===== src/rtl/countdown_datapath.sv =====
// BCD minutes:seconds countdown with programmable setting registers and
// auto-repeat increment. Optional chime window enabled by ALARM_CHIME_EN.
module countdown_datapath #(
  parameter logic [7:0] MAX_MINUTES = 8'h99
) (
  input  logic       clk,
  input  logic       reset_n,
  input  logic       sec_tick,
  input  logic       prog_mode,
  input  logic       increment_seconds,
  input  logic       increment_minutes,
  input  logic       load_timer,
  input  logic       main_timer_enable,
  output logic [7:0] disp_min,
  output logic [7:0] disp_sec,
  output logic       timer_done,
  output logic       chime
);

  logic [7:0] set_min, set_sec;
  logic [7:0] cnt_min, cnt_sec;
  logic       inc_sec_q, inc_min_q;
  logic       inc_sec_fire, inc_min_fire;
  logic [7:0] set_sec_next, set_min_next;
  logic [7:0] dec_min, dec_sec;
  logic       cnt_zero, dec_zero;

  function automatic logic [7:0] bcd_inc(input logic [7:0] v);
    if (v[3:0] >= 4'd9) return {v[7:4] + 4'd1, 4'd0};
    else                return {v[7:4], v[3:0] + 4'd1};
  endfunction

  function automatic logic [7:0] bcd_dec(input logic [7:0] v);
    if (v[3:0] == 4'd0) return {v[7:4] - 4'd1, 4'd9};
    else                return {v[7:4], v[3:0] - 4'd1};
  endfunction

  // Fire on the rising edge, then once per sec_tick while held
  assign inc_sec_fire = prog_mode & increment_seconds & (~inc_sec_q | sec_tick);
  assign inc_min_fire = prog_mode & increment_minutes & (~inc_min_q | sec_tick);

  assign set_sec_next = (set_sec >= 8'h59)       ? 8'h00 : bcd_inc(set_sec);
  assign set_min_next = (set_min >= MAX_MINUTES) ? 8'h00 : bcd_inc(set_min);

  always_ff @(posedge clk or negedge reset_n) begin
    if (!reset_n) begin
      inc_sec_q <= 1'b0;
      inc_min_q <= 1'b0;
      set_sec   <= 8'h00;
      set_min   <= 8'h00;
    end else begin
      inc_sec_q <= prog_mode & increment_seconds;
      inc_min_q <= prog_mode & increment_minutes;
      if (inc_sec_fire) set_sec <= set_sec_next;
      if (inc_min_fire) set_min <= set_min_next;
    end
  end

  // Seconds 00 borrows a minute; caller guarantees count is non-zero
  assign cnt_zero = (cnt_min == 8'h00) && (cnt_sec == 8'h00);
  assign dec_sec  = (cnt_sec == 8'h00) ? 8'h59 : bcd_dec(cnt_sec);
  assign dec_min  = (cnt_sec == 8'h00) ? bcd_dec(cnt_min) : cnt_min;
  assign dec_zero = (dec_min == 8'h00) && (dec_sec == 8'h00);

  always_ff @(posedge clk or negedge reset_n) begin
    if (!reset_n) begin
      cnt_min    <= 8'h00;
      cnt_sec    <= 8'h00;
      timer_done <= 1'b0;
    end else if (load_timer) begin
      cnt_min    <= set_min;
      cnt_sec    <= set_sec;
      timer_done <= 1'b0;
    end else if (main_timer_enable) begin
      if (cnt_zero) begin
        timer_done <= 1'b1;
      end else if (sec_tick) begin
        cnt_min <= dec_min;
        cnt_sec <= dec_sec;
        if (dec_zero) timer_done <= 1'b1;
      end
    end
  end

  assign disp_min = prog_mode ? set_min : cnt_min;
  assign disp_sec = prog_mode ? set_sec : cnt_sec;

`ifdef ALARM_CHIME_EN
  logic       done_q;
  logic [3:0] chime_left;

  // Ten toggles in the window leave chime low when it closes
  always_ff @(posedge clk or negedge reset_n) begin
    if (!reset_n) begin
      done_q     <= 1'b0;
      chime_left <= 4'd0;
      chime      <= 1'b0;
    end else begin
      done_q <= timer_done;
      if (load_timer) begin
        chime_left <= 4'd0;
        chime      <= 1'b0;
      end else if (timer_done && !done_q) begin
        chime_left <= 4'd10;
        chime      <= 1'b0;
      end else if (sec_tick && chime_left != 4'd0) begin
        chime_left <= chime_left - 4'd1;
        chime      <= ~chime;
      end
    end
  end
`else
  assign chime = 1'b0;
`endif

endmodule


===== config.mk =====
export PLATFORM = sky130hd
export DESIGN_NAME = countdown_datapath
export DESIGN_NICKNAME = d
export VERILOG_FILES = /design/src/rtl/countdown_datapath.sv
export SDC_FILE = /design/constraint.sdc
export NUM_CORES = 1
export LEC_CHECK = 0
export CAP_MARGIN = 20
export CORE_AREA = 2 2 72 74
export DETAILED_ROUTE_END_ITERATION = 16
export DIE_AREA = 0 0 74 76
export PLACE_DENSITY = 0.74
export SLEW_MARGIN = 40
export SYNTH_ARGS = -nofsm -noshare
export SYNTH_HDL_FRONTEND = slang
export SYNTH_SLANG_ARGS = --single-unit

===== constraint.sdc =====
create_clock -name clk -period 2.1 [get_ports clk]
set_input_delay 0.42 -clock clk [delete_from_list [all_inputs] [get_ports clk]]
set_output_delay 0.42 -clock clk [all_outputs]
set_load 0.01 [all_outputs]

# [After elaboration in Yosys (flattened, before gate mapping)]
# Cells that the tools add are included.
[word_totals] ff_bits=35 in_bits=8 output_inout_bits=18 wordCells=71
[classes] addsub=8 order_cmp=4 n_eq_ne=1 n_mux=23 bitwise=8 n_reduce_logical=18
[ops] op="$mux 8" n=18
[ops] op="$logic_not 8->1" n=4
[ops] op="$add 4x1->4 const B" n=4
[ops] op="$sub 4x1->4 const B" n=4
[ops] op="$ge 4x4->1 const B" n=2
[ops] op="$ge 8x7->1 const B" n=1
[ops] op="$ge 8x8->1 const B" n=1
[ops] op="$logic_not 4->1" n=2
[ops] op="$reduce_bool 2->1" n=4
[ops] op="$reduce_and 3->1" n=2
[ops] op="$reduce_bool 3->1" n=2
[ops] op="$mux 1" n=5
[ops] op="$and 1x1->1" n=4
[ops] op="$reduce_and 2->1" n=2
[ops] op="$logic_and 1x1->1" n=2
[ops] op="$ne 2x2->1 const B" n=1
[ops] op="$not 1->1" n=2
[ops] op="$or 1x1->1" n=2

# [Depth between registers and ports, before layout]
[logic_depth] word_depth=10 mapped_depth=7 depth_no_buf=6

# [Worst setup path after synthesis]
# No wires, ideal clock.
[synth_path] kind="reg-to-reg" from="reg cnt_sec[4]" to="reg cnt_min[7]" setup_time_ns=0.082 arrival_ns=2.097 required_time_ns=2.018 path_slack_ns=-0.079 stages_incl_launch_ff=7 n_path_buf=0 period_less_slack_ns=2.179 cell_sequence="dfrtp_1 inv_1 ha_1 nor3b_1 nand4_1 or4_1 a31oi_1"
[synth_via] elab_chain_len=6 word_cells_on_any_way=9 cone_classes="eq/ne (1); mux (5); reduce/logical (3)"
[synth_rtl] item="start, declared" line="21" source="logic [7:0] cnt_min, cnt_sec;"
[synth_rtl] item="start signal, assigned" line="72" source="cnt_sec <= set_sec;"
[synth_rtl] item="start signal, assigned" line="79" source="cnt_sec <= dec_sec;"
[synth_rtl] item="$logic_not 8->1 *" line="60, 62"
[synth_rtl] item="$mux 8" line="62" source="assign dec_min = (cnt_sec == 8'h00) ? bcd_dec(cnt_min) : cnt_min;"
[synth_rtl] item="$mux 8" line="77" source="end else if (sec_tick) begin"
[synth_rtl] item="$mux 8" line="75" source="if (cnt_zero) begin"
[synth_rtl] item="$mux 8" line="74" source="end else if (main_timer_enable) begin"
[synth_rtl] item="$mux 8" line="70" source="end else if (load_timer) begin"
[synth_rtl] item="end signal, assigned" line="71" source="cnt_min <= set_min;"
[synth_rtl] item="end signal, assigned" line="78" source="cnt_min <= dec_min;"
[synth_rtl] item="end, declared" line="21"
# Every way passes the cells marked *; elsewhere a longest branch is shown, timed or not. The select of a mux whose other input is x is not followed.
# A chain may end at the register's enable or synchronous reset.

# [Worst setup path after layout]
[layout_path] from="in prog_mode" to="out disp_min[0]"
[layout_via] elab_chain_len=1
[layout_rtl] item="start, declared" line="9" source="input logic prog_mode,"
[layout_rtl] item="$mux 8" line="85" source="assign disp_min = prog_mode ? set_min : cnt_min;"
[layout_rtl] item="end, declared" line="14" source="output logic [7:0] disp_min,"
# No other way between the ends.

==> results.py <==
metrics = {
    "floorplanning": {
        "die_w_um": 74,
        "die_height_um": 76,
        "num_io_pins": 26,
        "die_area_um2": 5620,
        "rows": 26,
        "start_util_pct": 48.7,
        "core_area_um2": 4910,
    },
    "worst_setup_path": {
        "ff2ff_path_depth": 6,
        "r2r_start": "cnt_sec[5]",
        "arrival_ns": 1.67,
        "reg2reg_to": "cnt_min[1]",
        "critPathLaunchType": "input port",
        "critPathMaxFanout": 13,
        "crit_type": "in -> out",
        "r2r_slack_ns": 0.08,
        "cp.required_ns": 1.68,
        "setup.worst_path.end": "disp_min[0]",
        "worstSetupStartpoint": "prog_mode",
        "cp-end-kind": "output port",
    },
    "routing": {
        "viasPerCell": 5.91,
        "postRouteAntennaNets": 0,
        "drt-initial-drc-count": 181,
        "wirelength_mm": 6.17,
        "firstDrtPassIters": 4,
        "drc": 0,
        "vias": 2257,
        "wl_per_cell_um": 16.1,
    },
    "synthesis": {
        "ys_types": 62,
        "synth_area_um2": 2390,
        "syn-num-nets": 288,
        "synth-edff-count": 0,
        "yosysSeqAreaShare_pct": 36.6,
        "synth-seq-cells": 35,
        "synth_area_per_cell_um2": 8.96,
        "syn_inst": 267,
        "synthFlopType": "dfrtp_1",
        "yosysWarningCount": 0,
        "synthArstFlopShare_pct": 100,
    },
    "timing": {
        "skew_ns": 0.00931,
        "hold_ws_ns": 0.551,
        "max_freq_mhz": 479,
        "rsz0062_at_grt": "no",
        "fin_ws_ns": 0.0140,
        "setup-violations-final": 0,
        "worst_pin_slew_ns": 0.511,
        "hold_viol": 0,
        "slew_viol_final": 0,
        "maxSlewHeadroom_pct": 65.7,
        "fin_crit_ns": 2.09,
        "finalCritPeriodShare_pct": 99.3,
    },
    "global_routing": {
        "antenna_found_initial": 0,
        "grt_overflow": 0,
        "track_usage_pct": 24.1,
        "grt_max_degree": 36,
        "grt_pass1_vias": 2146,
        "grt_first_pass_wirelength_mm": 10.5,
    },
    "run": {
        "drv_cap": 0,
    },
    "clocking": {
        "htree_num_levels": 2,
        "cts.sink_count": 35,
        "cts_buffers": 5,
        "cts_tree": "done",
        "clockBufferDepth": 2,
        "cts_hold_buf": 0,
        "clkLatencyLatePin_ns": 0.29,
        "clock-root-buffer": "clkbuf_8",
        "clk_pin_slew_ns": 0.07,
    },
    "pwr": {
        "combPwrFrac_pct": 51.7,
        "clkPwrFrac_pct": 13.8,
        "p_int_uw": 1970,
        "switching_share_pct": 40.3,
        "p_per_area_nw_per_um2": 1090,
        "power_switching_uw": 1330,
        "seqPwrFrac_pct": 34.5,
        "ir_worst_vdd_mv": 0.623,
        "leakage_uw": 0.00133,
    },
    "finish": {
        "layout.cells.non_filler": 382,
        "antenna_cells": 0,
        "drive_gt1_share_pct": 20.2,
        "final_area_um2": 3030,
        "nets": 334,
        "fillCellCount": 418,
        "synthToLayoutAreaGrowth_pct": 26.7,
    },
    "place": {
        "dp_slack_ns": -0.304,
        "placed_area_um2": 2870,
        "hpwl_mm": 4.19,
        "numPortBuffers": 24,
        "place_congestion": 0.889,
        "place_inst": 374,
    },
    "hold_path": {
        "hold_path_class": "in -> async",
    },
    "status": {
        "status": "finished clean",
    },
}
metal layers:
metal | share of wire (%) | global-route usage (%) | vias up
met3 | 5.2 | 4.89 | 12
met5 | 0 | 0 | -
met1 | 43 | 33.4 | 1093
met4 | 1.6 | 9.27 | 0
li1 | - | - | 1079
met2 | 50 | 36.6 | 73
cells in the mapped netlist, types with 2 or more instances:
master	count	area share [%]
a311oi_1	2	0.73
and2_1	2	0.52
o21ai_0	24	5.0
buf_4	2	0.63
nand4_1	5	1.3
nor3_1	3	0.63
ha_1	13	6.8
nand3_1	12	2.5
nor2b_1	2	0.52
or4_1	2	0.63
a21boi_0	3	0.94
or3b_2	3	1.1
a2bb2oi_1	2	0.73
clkbuf_1	12	1.9
nor2_1	15	2.4
a21oi_1	14	2.9
o31ai_1	6	1.9
dfrtp_1	35	37
o41ai_1	2	0.73
o211ai_1	3	0.94
o31a_1	2	0.73
o22ai_1	2	0.52
inv_1	18	2.8
nor4_1	3	0.78
a311o_1	2	0.84
a41oi_1	3	1.1
mux2_2	9	4.2
or2_2	2	0.52
and3_1	2	0.52
mux2i_1	2	0.84
nor3b_1	3	0.94
xnor2_1	2	0.73
clkbuf_8	2	1.2
a31oi_1	5	1.3
nor4b_1	4	1.5
nand2_1	17	2.7
o2111ai_1	2	0.73
layout make-up:
cell class	count	area, um^2	area share (%)
Timing Repair Buffer	57	539	17.8
Tap cell	70	87.6	2.89
Inverter	19	71.3	2.35
Sequential cell	35	876	28.9
Clock buffer	6	72.6	2.39
Multi-Input combinational cell	195	1390	45.7
registers in the layout, indices dropped and copies added, names as in the netlist:
signal	cells
set_sec	8
timer_done	1
inc_sec_q	1
inc_min_q	1
cnt_min	8
set_min	8
cnt_sec	8
layout by cell type, fill, tap and decap left out, types with 12 or more instances in the layout:
master,instances
inv_1,17
nand3_1,12
nand2_1,17
dfrtp_1,35
buf_4,31
ha_1,12
o21ai_0,24
a21oi_1,13
clkdlybuf4s50_1,18
nor2_1,15
through the flow:
| stage | TNS [ns] | total power, uW | util [%] |
|---|---|---|---|
| floorplan | 0 | 2060 | - |
| finish | 0 | 3300 | 61.7 |
| detailed placement | -3.73 | 2740 | 58.4 |
| CTS | 0 | 3240 | 60.7 |
| global route | 0 | 3570 | 61.7 |
| global placement | -2.95 | 2700 | 58.4 |
repair_timing:
action	in CTS	in global routing
gates resized for setup	6	11
gates cloned	1	0
setup endpoints to repair	19	15
buffers inserted	0	1
pin swaps	0	3
worst max-delay path: stages:
cell and delay, ns:
clkdlybuf4s15_2 0.25, buf_12 0.17, mux2_2 0.34, clkdlybuf4s50_1 0.49
power groups by stage:
stage	registers (uW)	logic (uW)	clock network, uW
after floorplan	1080	981	0
after global placement	1130	1570	0
after detailed placement	1140	1600	0
after CTS	1130	1640	463
after global routing	1170	1900	499
final	1140	1710	456
how the worst min path moves through the flow:
stage | slack (ns) | cells after the start | endpoint | start
6_report | 0.55 | 2 | set_min[6] | reset_n
4_1_cts | 0.55 | 1 | set_min[2] | set_min[2]
5_1_grt | 0.59 | 1 | set_min[2] | set_min[2]
3_5_place_dp | 0.54 | 1 | set_min[2] | set_min[2]
2_1_floorplan | 0.12 | 0 | cnt_min[0] | reset_n
3_3_place_gp | 0.54 | 1 | set_min[2] | set_min[2]
cells by family (layout without fill, tap and decap cells):
kind of cell | count (synthesis) | in the layout | synth area share [%]
compound gates | 85 | 85 | 23.8
xor+xnor | 3 | 3 | 1.10
fa+ha+maj | 13 | 13 | 6.80
buf+inv | 37 | 82 | 7.32
flops | 35 | 35 | 36.6
mux | 11 | 11 | 5.07
other cells | 1 | 1 | 0.157
simple gates | 82 | 82 | 19.2
Power figures use the tool's default switching activity.
